### src/rtl/screen_text_buffer_if.sv
// screen_text_buffer_if: CPU write, driver read and frame handshake signals. Rev 1.0
`default_nettype none

interface screen_text_buffer_if #(
  parameter int INDEX_WIDTH = 6
);
  logic [7:0]             cpuChar;
  logic [INDEX_WIDTH-1:0] cpuCharIndex;
  logic                   writeScreen;
  logic                   clearScreen;
  logic [INDEX_WIDTH-1:0] readIndex;
  logic                   readEnable;
  logic [7:0]             readChar;
  logic                   readValid;
  logic                   busy;
  logic                   frameDirty;
  logic                   frameAck;

  modport master (
    output cpuChar, cpuCharIndex, writeScreen, clearScreen,
    output readIndex, readEnable, frameAck,
    input  readChar, readValid, busy, frameDirty
  );

  modport slave (
    input  cpuChar, cpuCharIndex, writeScreen, clearScreen,
    input  readIndex, readEnable, frameAck,
    output readChar, readValid, busy, frameDirty
  );
endinterface

`default_nettype wire

### src/rtl/screen_text_buffer.sv
// screen_text_buffer: 64-cell text store with hardware clear sequencer and frame-dirty flag. Rev 1.0
`default_nettype none

module screen_text_buffer #(
  parameter int         CHAR_COUNT  = 64,
  parameter int         INDEX_WIDTH = 6,
  parameter logic [7:0] BLANK_CHAR  = 8'h20
) (
  input  wire logic           clk,
  input  wire logic           resetN,
  screen_text_buffer_if.slave bus
);

  typedef enum logic [0:0] {
    ST_IDLE  = 1'b0,
    ST_CLEAR = 1'b1
  } state_t;

  localparam logic [INDEX_WIDTH:0] LAST_PTR = (INDEX_WIDTH+1)'(CHAR_COUNT - 1);

  state_t                 state_q, state_d;
  logic [INDEX_WIDTH:0]   clrPtr_q, clrPtr_d;
  logic [CHAR_COUNT-1:0]  protect_q, protect_d;
  logic [7:0]             readChar_q, readChar_d;
  logic                   readValid_q;
  logic                   frameDirty_q, frameDirty_d;
  logic [7:0]             mem_q [CHAR_COUNT];

  logic                   memWe;
  logic [INDEX_WIDTH-1:0] memAddr;
  logic [7:0]             memData;
  logic [INDEX_WIDTH-1:0] clrIdx;
  logic                   clearDone;
  logic [7:0]             readData;

  assign clrIdx = clrPtr_q[INDEX_WIDTH-1:0];

  // CPU write always owns the port; the sequencer only advances on idle port cycles.
  always_comb begin
    state_d      = state_q;
    clrPtr_d     = clrPtr_q;
    protect_d    = protect_q;
    frameDirty_d = frameDirty_q;
    memWe        = bus.writeScreen;
    memAddr      = bus.cpuCharIndex;
    memData      = bus.cpuChar;
    clearDone    = 1'b0;

    if (bus.clearScreen) begin
      state_d   = ST_CLEAR;
      clrPtr_d  = '0;
      protect_d = '0;
      if (bus.writeScreen) protect_d[bus.cpuCharIndex] = 1'b1;
    end else if (state_q == ST_CLEAR) begin
      if (bus.writeScreen) begin
        protect_d[bus.cpuCharIndex] = 1'b1;
      end else begin
        if (!protect_q[clrIdx]) begin
          memWe   = 1'b1;
          memAddr = clrIdx;
          memData = BLANK_CHAR;
        end
        clrPtr_d = clrPtr_q + 1'b1;
        if (clrPtr_q == LAST_PTR) begin
          state_d   = ST_IDLE;
          clearDone = 1'b1;
        end
      end
    end

    if (bus.frameAck) frameDirty_d = 1'b0;
    if (bus.writeScreen || clearDone) frameDirty_d = 1'b1;
  end

  // Cells the sequencer has not reached yet already look blank to the driver.
  always_comb begin
    readData = mem_q[bus.readIndex];
    if (state_q == ST_CLEAR && {1'b0, bus.readIndex} >= clrPtr_q && !protect_q[bus.readIndex])
      readData = BLANK_CHAR;
    if (bus.writeScreen && bus.cpuCharIndex == bus.readIndex)
      readData = bus.cpuChar;
    readChar_d = bus.readEnable ? readData : readChar_q;
  end

  always_ff @(posedge clk or negedge resetN) begin
    if (!resetN) begin
      state_q      <= ST_CLEAR;
      clrPtr_q     <= '0;
      protect_q    <= '0;
      readChar_q   <= 8'h00;
      readValid_q  <= 1'b0;
      frameDirty_q <= 1'b0;
    end else begin
      state_q      <= state_d;
      clrPtr_q     <= clrPtr_d;
      protect_q    <= protect_d;
      readChar_q   <= readChar_d;
      readValid_q  <= bus.readEnable;
      frameDirty_q <= frameDirty_d;
    end
  end

  always_ff @(posedge clk) begin
    if (memWe) mem_q[memAddr] <= memData;
  end

  assign bus.readChar   = readChar_q;
  assign bus.readValid  = readValid_q;
  assign bus.busy       = (state_q == ST_CLEAR);
  assign bus.frameDirty = frameDirty_q;

endmodule

`default_nettype wire

### src/flat_wrapper.sv
// flat-port wrapper written by rule: the top's interface ports become plain ports
module screen_text_buffer_flat 
#(
  parameter int         CHAR_COUNT  = 64,
  parameter int         INDEX_WIDTH = 6,
  parameter logic [7:0] BLANK_CHAR  = 8'h20
)
  (clk, resetN, bus_cpuChar, bus_cpuCharIndex, bus_writeScreen, bus_clearScreen, bus_readIndex, bus_readEnable, bus_frameAck, bus_readChar, bus_readValid, bus_busy, bus_frameDirty);
  screen_text_buffer_if #(.INDEX_WIDTH(INDEX_WIDTH)) bus_i ();
  input  wire logic clk;
  input  wire logic resetN;
  input wire logic [$bits(bus_i.cpuChar)-1:0] bus_cpuChar;
  input wire logic [$bits(bus_i.cpuCharIndex)-1:0] bus_cpuCharIndex;
  input wire logic [$bits(bus_i.writeScreen)-1:0] bus_writeScreen;
  input wire logic [$bits(bus_i.clearScreen)-1:0] bus_clearScreen;
  input wire logic [$bits(bus_i.readIndex)-1:0] bus_readIndex;
  input wire logic [$bits(bus_i.readEnable)-1:0] bus_readEnable;
  input wire logic [$bits(bus_i.frameAck)-1:0] bus_frameAck;
  output wire logic [$bits(bus_i.readChar)-1:0] bus_readChar;
  output wire logic [$bits(bus_i.readValid)-1:0] bus_readValid;
  output wire logic [$bits(bus_i.busy)-1:0] bus_busy;
  output wire logic [$bits(bus_i.frameDirty)-1:0] bus_frameDirty;
  assign bus_i.cpuChar = bus_cpuChar;
  assign bus_i.cpuCharIndex = bus_cpuCharIndex;
  assign bus_i.writeScreen = bus_writeScreen;
  assign bus_i.clearScreen = bus_clearScreen;
  assign bus_i.readIndex = bus_readIndex;
  assign bus_i.readEnable = bus_readEnable;
  assign bus_i.frameAck = bus_frameAck;
  assign bus_readChar = bus_i.readChar;
  assign bus_readValid = bus_i.readValid;
  assign bus_busy = bus_i.busy;
  assign bus_frameDirty = bus_i.frameDirty;
  screen_text_buffer #(.CHAR_COUNT(CHAR_COUNT), .INDEX_WIDTH(INDEX_WIDTH), .BLANK_CHAR(BLANK_CHAR)) u_core (.clk(clk), .resetN(resetN), .bus(bus_i));
endmodule
### config.mk
export PLATFORM = sky130hd
export DESIGN_NAME = screen_text_buffer_flat
export DESIGN_NICKNAME = d
export VERILOG_FILES = /design/src/rtl/screen_text_buffer_if.sv /design/src/rtl/screen_text_buffer.sv /design/src/flat_wrapper.sv
export SDC_FILE = /design/constraint.sdc
export NUM_CORES = 1
export LEC_CHECK = 0
export ABC_CLOCK_PERIOD_IN_PS = 4400
export CORE_MARGIN = 8
export CORE_UTILIZATION = 30
export CTS_CLUSTER_DIAMETER = 100
export DETAILED_ROUTE_END_ITERATION = 16
export PLACE_DENSITY = 0.55
export SYNTH_ARGS = -nofsm -noshare
export SYNTH_HDL_FRONTEND = slang
export SYNTH_SLANG_ARGS = --single-unit
export TNS_END_PERCENT = 5
### constraint.sdc
create_clock -name clk -period 4.4 [get_ports clk]
set_input_delay 0.44 -clock clk [delete_from_list [all_inputs] [get_ports clk]]
set_output_delay 0.44 -clock clk [all_outputs]
set_load 0.05 [all_outputs]
# == Word level (Yosys, flattened, before mapping) ==
# Memory sizes are Yosys's and may differ from the RTL's.
# Cells that the tools add are included.
# totals
reg_bits,82
memories,1
output_inout_bits,11
ramBits,512
# mem_list
memory,words,word_bits,read_ports,rd_ports_with_merged_regs,write_ports,line,text
u_core.mem_q,64,8,1,0,1,screen_text_buffer.sv:27,logic [7:0] mem_q [CHAR_COUNT];
# classes
n_lt_le_gt_ge,5
bitwise_logic,1
reduce_logical,11
eq_ne,3
add_sub_neg,1
n_mux,39
# ops
cell,n
64-bit 2-to-1 mux,4
64-bit bitwise OR,1
8-bit 2-to-1 mux,6
6-bit 2-to-1 mux,4
"6-bit by 7-bit < comparator with 1-bit output, second input constant",3
7-bit 2-to-1 mux,3
1-bit 2-to-1 mux,19
1-bit binary-select mux with 6-bit select,2
"7-bit by 1-bit adder with 7-bit output, second input constant",1
"7-bit by 6-bit == test with 1-bit output, second input constant",1
6-bit by 7-bit >= comparator with 1-bit output,1
1-bit demux with 6-bit select,1
6-bit == test,1
"6-bit by 1-bit >= comparator with 1-bit output, second input constant",1
2-bit nonzero test,3
1-bit logical AND,4
2-bit AND reduction,2
"2-bit by 1-bit inequality test with 1-bit output, second input constant",1
1-bit zero test,1
1-bit logical OR,1

# == Longest topological paths before layout ==
# Gate-level depths: netlist of the first run.
# depth
depth_word,8
ltp_mapped,11

# == Worst setup path after synthesis of the first run ==
# OpenSTA, ideal clock, no wires.
# synth_path
kind,reg2reg
startpoint,reg u_core.state_q (netlist: u_core.bus.busy)
endpoint,"mem u_core.mem_q[13][0], enable pin"
arrival_time_ps,2908
slack_ps,1104
stages_incl_launch_ff,10
n_path_buf,3
cell_sequence,dfstp_2 nor2b_1 clkbuf_1 nor2b_1 nor4b_1 a32o_1 o21ai_2 buf_6 buf_6 o32ai_1
# synth_via
elab_chain_cells,4
elab_cells_between_ends,6
classes_between,mux (6)
# synth_lines
element,line,text
from (decl),screen_text_buffer.sv:21,"state_t state_q, state_d;"
from (signal assigned),screen_text_buffer.sv:94,state_q <= state_d;
1-bit 2-to-1 mux,screen_text_buffer.sv:54,end else if (state_q == ST_CLEAR) begin
1-bit 2-to-1 mux,screen_text_buffer.sv:49,if (bus.clearScreen) begin
1-bit 2-to-1 mux,screen_text_buffer.sv:104,if (memWe) mem_q[memAddr] <= memData;
1-bit 2-to-1 mux (not written as such),screen_text_buffer.sv:104,
to (decl),screen_text_buffer.sv:27,
# Several ways; a longest one is shown, not always the timed one.

# == Worst setup path in the final report of the first run ==
# layout_path
startpoint,reg u_core.clrPtr_q[1]
endpoint,mem u_core.mem_q[61][5] (data pin)
# layout_via
elab_chain_cells,6
# layout_lines
element,line,text
from (decl),screen_text_buffer.sv:22,"logic [INDEX_WIDTH:0] clrPtr_q, clrPtr_d;"
from (signal assigned),screen_text_buffer.sv:95,clrPtr_q <= clrPtr_d;
1-bit binary-select mux with 6-bit select,screen_text_buffer.sv:58,if (!protect_q[clrIdx]) begin
1-bit 2-to-1 mux (not written as such),screen_text_buffer.sv:58,
8-bit 2-to-1 mux,screen_text_buffer.sv:58,
8-bit 2-to-1 mux,screen_text_buffer.sv:55,if (bus.writeScreen) begin
8-bit 2-to-1 mux,screen_text_buffer.sv:54,
8-bit 2-to-1 mux,screen_text_buffer.sv:49,
named net u_core.memData[5],screen_text_buffer.sv:31,logic [7:0] memData;
# The timed path passes the listed nets, and every way through them passes these cells. The select of a mux whose other input is x is not followed.

==> summary.md, run 1 <==
| Metric | Value |
|---|---|
| Final TNS setup | 0 ns |
| First-pass iteration count of the detailed router | 7 |
| CTS H-tree depth | 2 |
| Sw Ratio | 22.8% |
| Clock Tree Buf Depth | 3 |
| Post-synthesis compound-gate area fraction | 7.87% |
| Worst-margin pin slew | 1.07 ns |
| Post-route ant nets | 0 |
| Clk_lat worst skew | 0.63 ns |
| FF-to-FF setup slack | 0.79 ns |
| Adder-Cell Fraction of Synth Area | 0.351% |
| Floorplan row count | 105 |
| Seq/Total Area, Yosys | 69.9% |
| Initial antenna violation count | 2 |
| Type of destination of the critical path | register |
| Vias | 14300 |
| Startpoint type of the worst setup path | register |
| Sw power | 2.81 mW |
| Xor and xnor area share after synthesis | 0.387% |
| Clock share of power | 42.3% |
| Crit Path Class | reg -> reg |
| Mapped Cells | 1396 |
| Cell Pwr Density | 423 nW/µm² |
| Leak Pwr | 9.30 nW |
| Final WS setup | 0.787 ns |
| Sequential power share | 50.5% |
| Worst-path clk slew | 0.06 ns |
| Finished Cell Area | 29100 µm² |
| Synthesis Warnings | 0 |
| Worst Path Max Fanout | 48 |
| Post-Syn Area | 24900 µm² |
| Via density | 5.43 |
| Final wirelength | 70600 µm |
| Worst slew margin | 28.5% |
| Post-synth EDFFs | 512 |
| Max Freq | 0.277 GHz |
| Root buf cell | clkbuf_16 |
| Hold/Removal Path Class | in -> async |
| Reg-to-Reg Start | u_core.clrPtr_q[1] |
| Outcome | completed |
| Die span in y | 304 µm |
| Area grow syn2layout | 16.9% |
| Cts bufs inserted | 60 |
| Placed inst area | 27100 µm² |
| All-Layer GR Usage | 14.8% |
| DR iter-0 viols | 1517 |
| CTS Sinks | 594 |
| Die width | 304 µm |
| Placed Cells | 2525 |
| Top_reg_cell synth | edfxtp_1 |
| Post-Syn Area per Cell | 17.9 µm² |
| Place WS | 0.799 ns |
| RePlAce Congestion | 0.868 |
| Core area | 82100 µm² |
| Initial core utilization | 30.4% |
| Min Tclk post-route | 3.61 ns |
| Share of post-route cells with drive strength above 1 | 25.0% |
| Smallest hold slack | 0.452 ns |
| Area of the die | 92600 µm² |
| I/O Pins | 37 |
| Largest net degree at the start of global routing | 75 |
| Peak VDD IR | 0.379 mV |
| Final hold viol count | 0 |
| GR Overflow Total | 0 |
| Required @ worst endpoint | 4.73 ns |
| Final core utilization | 35.5% |
| Int Power | 9.52 mW |
| Unrepaired setup endpoints after global routing | false |
| Routed WL per cell | 26.8 µm |
| CTS tree | yes |
| Final cycle utilization of the critical path | 82.1% |
| Dpl hpwl | 47100 µm |
| Ant. Diodes | 0 |
| Vias in the first global route | 14600 |
| Largest family of logic cells by synthesized area | multiplexers |
| Ys async rst share | 13.8% |
| R2R depth | 8 |
| Final nets | 1551 |
| Fin cells | 2640 |
| Worst Clk Skew | 0.0180 ns |
| Final routed DRC violation total | 0 |
| Post-synthesis cell type count | 55 |
| First-pass GRT wire length | 103000 µm |
| Post-Syn Nets | 1429 |
| Power share of the combinational group | 7.2% |
| Final-report max-slew violation count | 0 |
| End of the worst register-to-register path | u_core.mem_q[61][5] |
| Critical path arrival | 3.94 ns |
| Final setup violating endpoints | 0 |
| Simple-Gate Fraction of Synth Area | 3.64% |
| Synth Register Bits | 594 |
| Max_cap viols | 0 |
| # port buffers | 36 |
| Pwr Total | 12.3 mW |
| Multiplexer share of the synthesized area | 14.5% |
synthesized netlist by cell type, types with 13 or more instances:
library cell | instances | area [µm²]
dfrtp_1 | 81 | 2030
buf_6 | 14 | 158
mux2i_1 | 19 | 190
buf_2 | 24 | 120
a21oi_1 | 25 | 125
o22ai_1 | 79 | 494
nor2b_1 | 13 | 81.3
a22oi_1 | 41 | 308
inv_1 | 72 | 270
nor2_1 | 24 | 90.1
edfxtp_1 | 512 | 15400
mux4_2 | 150 | 3380
a22o_1 | 16 | 140
nand3_1 | 28 | 140
nand2_1 | 43 | 161
o32ai_1 | 49 | 429
clkbuf_1 | 45 | 169
a221oi_1 | 25 | 219
logic make-up (layout without fill, tap and decap cells):
kind of cell | after synthesis | in the layout
flops | 594 | 594
compound gates | 267 | 267
mux | 174 | 174
simple gates | 173 | 173
buf+inv | 170 | 344
xor+xnor | 11 | 11
fa+ha+maj | 7 | 7
cell usage in the layout, fill, tap and decap left out, types with 32 or more instances in the layout:
cell and instances:
o22ai_1 79, nand2_1 42, dfrtp_1 81, inv_1 72
a22oi_1 41, edfxtp_1 512, clkdlybuf4s50_1 32, clkbuf_16 62
mux4_2 150, o32ai_1 49, buf_4 111
cell type report:
type                    instances  area (µm²)
clock buffers                  77        1620
clock inverters                37         398
fillers                      7616       53000
inverters                      74         278
multi-input cells             632        6710
flip-flops and latches        594       17400
well taps                    1070        1340
repair buffers                156        1380
sequential cells by signal (all words and copies together), names as in the netlist:
signal	cells
u_core.bus.readChar	8
u_core.bus.readValid	1
u_core.mem_q	512
u_core.protect_q	64
u_core.bus.busy	1
u_core.bus.frameDirty	1
u_core.clrPtr_q	7
repair_timing:
action | in CTS | in global routing
buffers inserted | 0 | 0
resized for setup | 0 | 0
hold buffers | 1 | 0
endpoints found under the hold margin | 54 | 0
power groups by stage:
| stage | Sequential (mW) | Combinational [mW] | Clock, mW |
|---|---|---|---|
| floorplan | 6.37 | 0.493 | 0 |
| global placement | 6.34 | 0.885 | 0 |
| detailed placement | 6.34 | 0.894 | 0 |
| CTS | 6.23 | 0.896 | 5.31 |
| global route | 6.23 | 0.943 | 5.51 |
| finish | 6.23 | 0.890 | 5.22 |
critical path, stage by stage (launching register included):
cell	delay, ns
dfrtp_1	0.81
buf_4	0.38
mux4_2	0.23
nand3_1	0.11
a32o_1	0.36
o21ai_4	0.53
buf_4	0.31
nand2_2	0.25
buf_12	0.28
worst max-delay path by stage:
stage	end	slack, ns	depth (start not counted)	startpoint
floorplan	u_core.mem_q[13][0]	1.10	9	u_core.bus.busy
global placement	u_core.mem_q[60][5]	0.88	11	bus_writeScreen
detailed placement	u_core.mem_q[61][5]	0.80	11	bus_writeScreen
CTS	u_core.mem_q[19][4]	0.84	9	u_core.clrPtr_q[1]
global route	u_core.mem_q[19][4]	0.70	9	u_core.clrPtr_q[1]
finish	u_core.mem_q[61][5]	0.79	8	u_core.clrPtr_q[1]
routing by layer:
layer	GRT usage, %	vias to the layer above	wire length, µm
met5	0	-	0
met4	4.12	0	1740
met3	2.80	112	5200
met2	24.1	637	33700
met1	20.2	7571	30000
li1	-	6010	-
Note: power is estimated with default switching activity, not from simulation.
==> run 2, diff against run 1 <==
--- a/config.mk
+++ b/config.mk
@@ -5,12 +5,12 @@
 export SDC_FILE = /design/constraint.sdc
 export NUM_CORES = 1
 export LEC_CHECK = 0
-export ABC_CLOCK_PERIOD_IN_PS = 4400
+export ABC_CLOCK_PERIOD_IN_PS = 3000
 export CORE_MARGIN = 8
 export CORE_UTILIZATION = 30
 export CTS_CLUSTER_DIAMETER = 100
 export DETAILED_ROUTE_END_ITERATION = 16
-export PLACE_DENSITY = 0.55
+export PLACE_DENSITY = 0.57
 export SYNTH_ARGS = -nofsm -noshare
 export SYNTH_HDL_FRONTEND = slang
 export SYNTH_SLANG_ARGS = --single-unit
==> constraint.sdc (replaced) <==
create_clock -name clk -period 3 [get_ports clk]
set_input_delay 0.3 -clock clk [delete_from_list [all_inputs] [get_ports clk]]
set_output_delay 0.3 -clock clk [all_outputs]
set_load 0.05 [all_outputs]
==> run 2 against run 1 <==
Clock-buffer cell count grew 6. Flip-flop and latch count unchanged. Maximum frequency up 24%. Via count is 1.3% higher. Core utilization rose by 1.4 points. Sequential power increased by 47%. Non-clock buffer count is 72 higher. Power is 47% higher. Critical endpoint is now u_core.mem_q[0][1]. Largest cell class unchanged.
==> summary.md, run 2 (synthesis gave the netlist of run 1 again) <==
| Metric | Value |
|---|---|
| Outcome | completed (unchanged) |
| Max Freq | 0.344 GHz (was 0.277 GHz) |
| Vias in the first global route | 14800 (was 14600) |
| Peak VDD IR | 0.432 mV (was 0.379 mV) |
| Int Power | 14.1 mW (was 9.52 mW) |
| Cell Pwr Density | 600 nW/µm² (was 423 nW/µm²) |
| # port buffers | 36 (unchanged) |
| Worst Path Max Fanout | 34 (was 48) |
| Final cycle utilization of the critical path | 96.8% (was 82.1%) |
| Most frequent cells in the layout | 512 x edfxtp_1, 162 x buf_4, 150 x mux4_2 (was 512 x edfxtp_1, 150 x mux4_2, 111 x buf_4) |
| Final-report max-slew violation count | 0 (unchanged) |
| Final WS setup | 0.0960 ns (was 0.787 ns) |
| CTS Sinks | 594 (unchanged) |
| Unrepaired setup endpoints after global routing | true (was false) |
| Placed Cells | 2597 (was 2525) |
| Worst-margin pin slew | 1.02 ns (was 1.07 ns) |
| CTS tree | yes (unchanged) |
| Cts bufs inserted | 59 (was 60) |
| Final setup violating endpoints | 0 (unchanged) |
| RePlAce Congestion | 0.881 (was 0.868) |
| First-pass iteration count of the detailed router | 5 (was 7) |
| Dpl hpwl | 47300 µm (was 47100 µm) |
| GR Overflow Total | 0 (unchanged) |
| Required @ worst endpoint | 3.33 ns (was 4.73 ns) |
| Final core utilization | 36.9% (was 35.5%) |
| Share of post-route cells with drive strength above 1 | 30.6% (was 25.0%) |
| Core area | 82100 µm² (unchanged) |
| Largest register FFs | 512 (unchanged) |
| Sw Ratio | 22.4% (was 22.8%) |
| Critical path arrival | 3.23 ns (was 3.94 ns) |
| Initial antenna violation count | 0 (was 2) |
| Largest net degree at the start of global routing | 75 (unchanged) |
| Initial core utilization | 30.4% (unchanged) |
| Commonest non-fill, non-tap cell in the layout | edfxtp_1 (unchanged) |
| Min Tclk post-route | 2.90 ns (was 3.61 ns) |
| Startpoint type of the worst setup path | register (unchanged) |
| Smallest hold slack | 0.310 ns (was 0.452 ns) |
| Clock Tree Buf Depth | 3 (unchanged) |
| Leak Pwr | 9.76 nW (was 9.30 nW) |
| Finished Cell Area | 30300 µm² (was 29100 µm²) |
| Placed inst area | 28200 µm² (was 27100 µm²) |
| Hold/Removal Path Class | in -> async (unchanged) |
| Fill count | 7477 (was 7616) |
| Post-route ant nets | 0 (unchanged) |
| Area of the die | 92600 µm² (unchanged) |
| Via density | 5.36 (was 5.43) |
| Worst Clk Skew | 0.0160 ns (was 0.0180 ns) |
| Final nets | 1622 (was 1551) |
| Fin cells | 2709 (was 2640) |
| Power share of the combinational group | 8.0% (was 7.2%) |
| Die width | 304 µm (unchanged) |
| Sw power | 4.07 mW (was 2.81 mW) |
| Crit Path Class | reg -> reg (unchanged) |
| I/O Pins | 37 (unchanged) |
| Setup Buffers After CTS | 0 (unchanged) |
| Routed WL per cell | 25.8 µm (was 26.8 µm) |
| Final TNS setup | 0 ns (unchanged) |
| Vias | 14500 (was 14300) |
| Worst slew margin | 31.8% (was 28.5%) |
| First-pass GRT wire length | 103000 µm (about the same) |
| Clk_lat worst skew | 0.63 ns (about the same) |
| Type of destination of the critical path | register (unchanged) |
| Area grow syn2layout | 21.5% (was 16.9%) |
| CTS H-tree depth | 2 (unchanged) |
| Floorplan row count | 105 (unchanged) |
| Max_cap viols | 0 (unchanged) |
| Ant. Diodes | 0 (unchanged) |
| Final wirelength | 70000 µm (was 70600 µm) |
| Worst-path clk slew | 0.06 ns (about the same) |
| Clock share of power | 41.8% (was 42.3%) |
| Die span in y | 304 µm (unchanged) |
| All-Layer GR Usage | 14.8% (about the same) |
| Most flops, register | u_core.mem_q (unchanged) |
| Final routed DRC violation total | 0 (unchanged) |
| DR iter-0 viols | 1373 (was 1517) |
| Sequential power share | 50.2% (was 50.5%) |
| Final hold viol count | 0 (unchanged) |
| Place WS | -0.145 ns (was 0.799 ns) |
| Pwr Total | 18.2 mW (was 12.3 mW) |
| Root buf cell | clkbuf_16 (unchanged) |
## run 2: worst paths after layout
path,slack (ns),depth (start not counted),endpoint,startpoint
max reg2reg,0.1,9,u_core.mem_q[0][1],u_core.clrPtr_q[0]
min in group clk,0.33,3,u_core.bus.frameDirty,bus_frameAck
min,0.31,2,u_core.protect_q[16],resetN
max,0.1,9,u_core.mem_q[0][1],u_core.clrPtr_q[0]
min reg2reg,0.52,2,u_core.bus.busy,u_core.bus.busy
max in group asynchronous,1.94,3,u_core.bus.readValid,resetN
## run 2: layout make-up
cell class	count	area [µm²]	share of cell area, %
inverters	74	278	0.917
flip-flops and latches	594	17400	57.6
clock buffers	83	1660	5.48
multi-input cells	632	7070	23.3
well taps	1070	1340	4.42
repair buffers	228	2170	7.16
clock inverters	28	339	1.12
## run 2: what timing repair did
action                                 4_1_cts  5_1_grt
gates resized for setup                      2       11
endpoints found under the hold margin       57        0
hold buffers                                 1        0
setup endpoints to repair                   16      319
## run 2: power groups by stage
stage / combinational [mW] / clock [mW] / sequential, mW
after detailed placement: 1.44 / 0 / 9.30
after floorplan: 0.743 / 0 / 9.34
after global placement: 1.42 / 0 / 9.30
after global routing: 1.53 / 8.05 / 9.13
after CTS: 1.45 / 7.74 / 9.13
final: 1.45 / 7.59 / 9.13
## run 2: routing by layer
layer | up-vias | wire [µm] | GRT usage [%]
li1 | 6162 | - | -
met2 | 590 | 33300 | 23.8
met4 | 0 | 2210 | 5.11
met5 | - | 0 | 0
met3 | 125 | 4990 | 3.23
met1 | 7645 | 29500 | 19.8
## run 2: critical path, cell delays in order, from the launching register on
cell and delay (ns):
dfrtp_1 0.38, buf_12 0.19, mux4_2 0.53, mux2_2 0.28, nand3_1 0.09, a32o_2 0.22, o21ai_4 0.10, buf_12 0.19
o32ai_1 0.33, buf_4 0.24
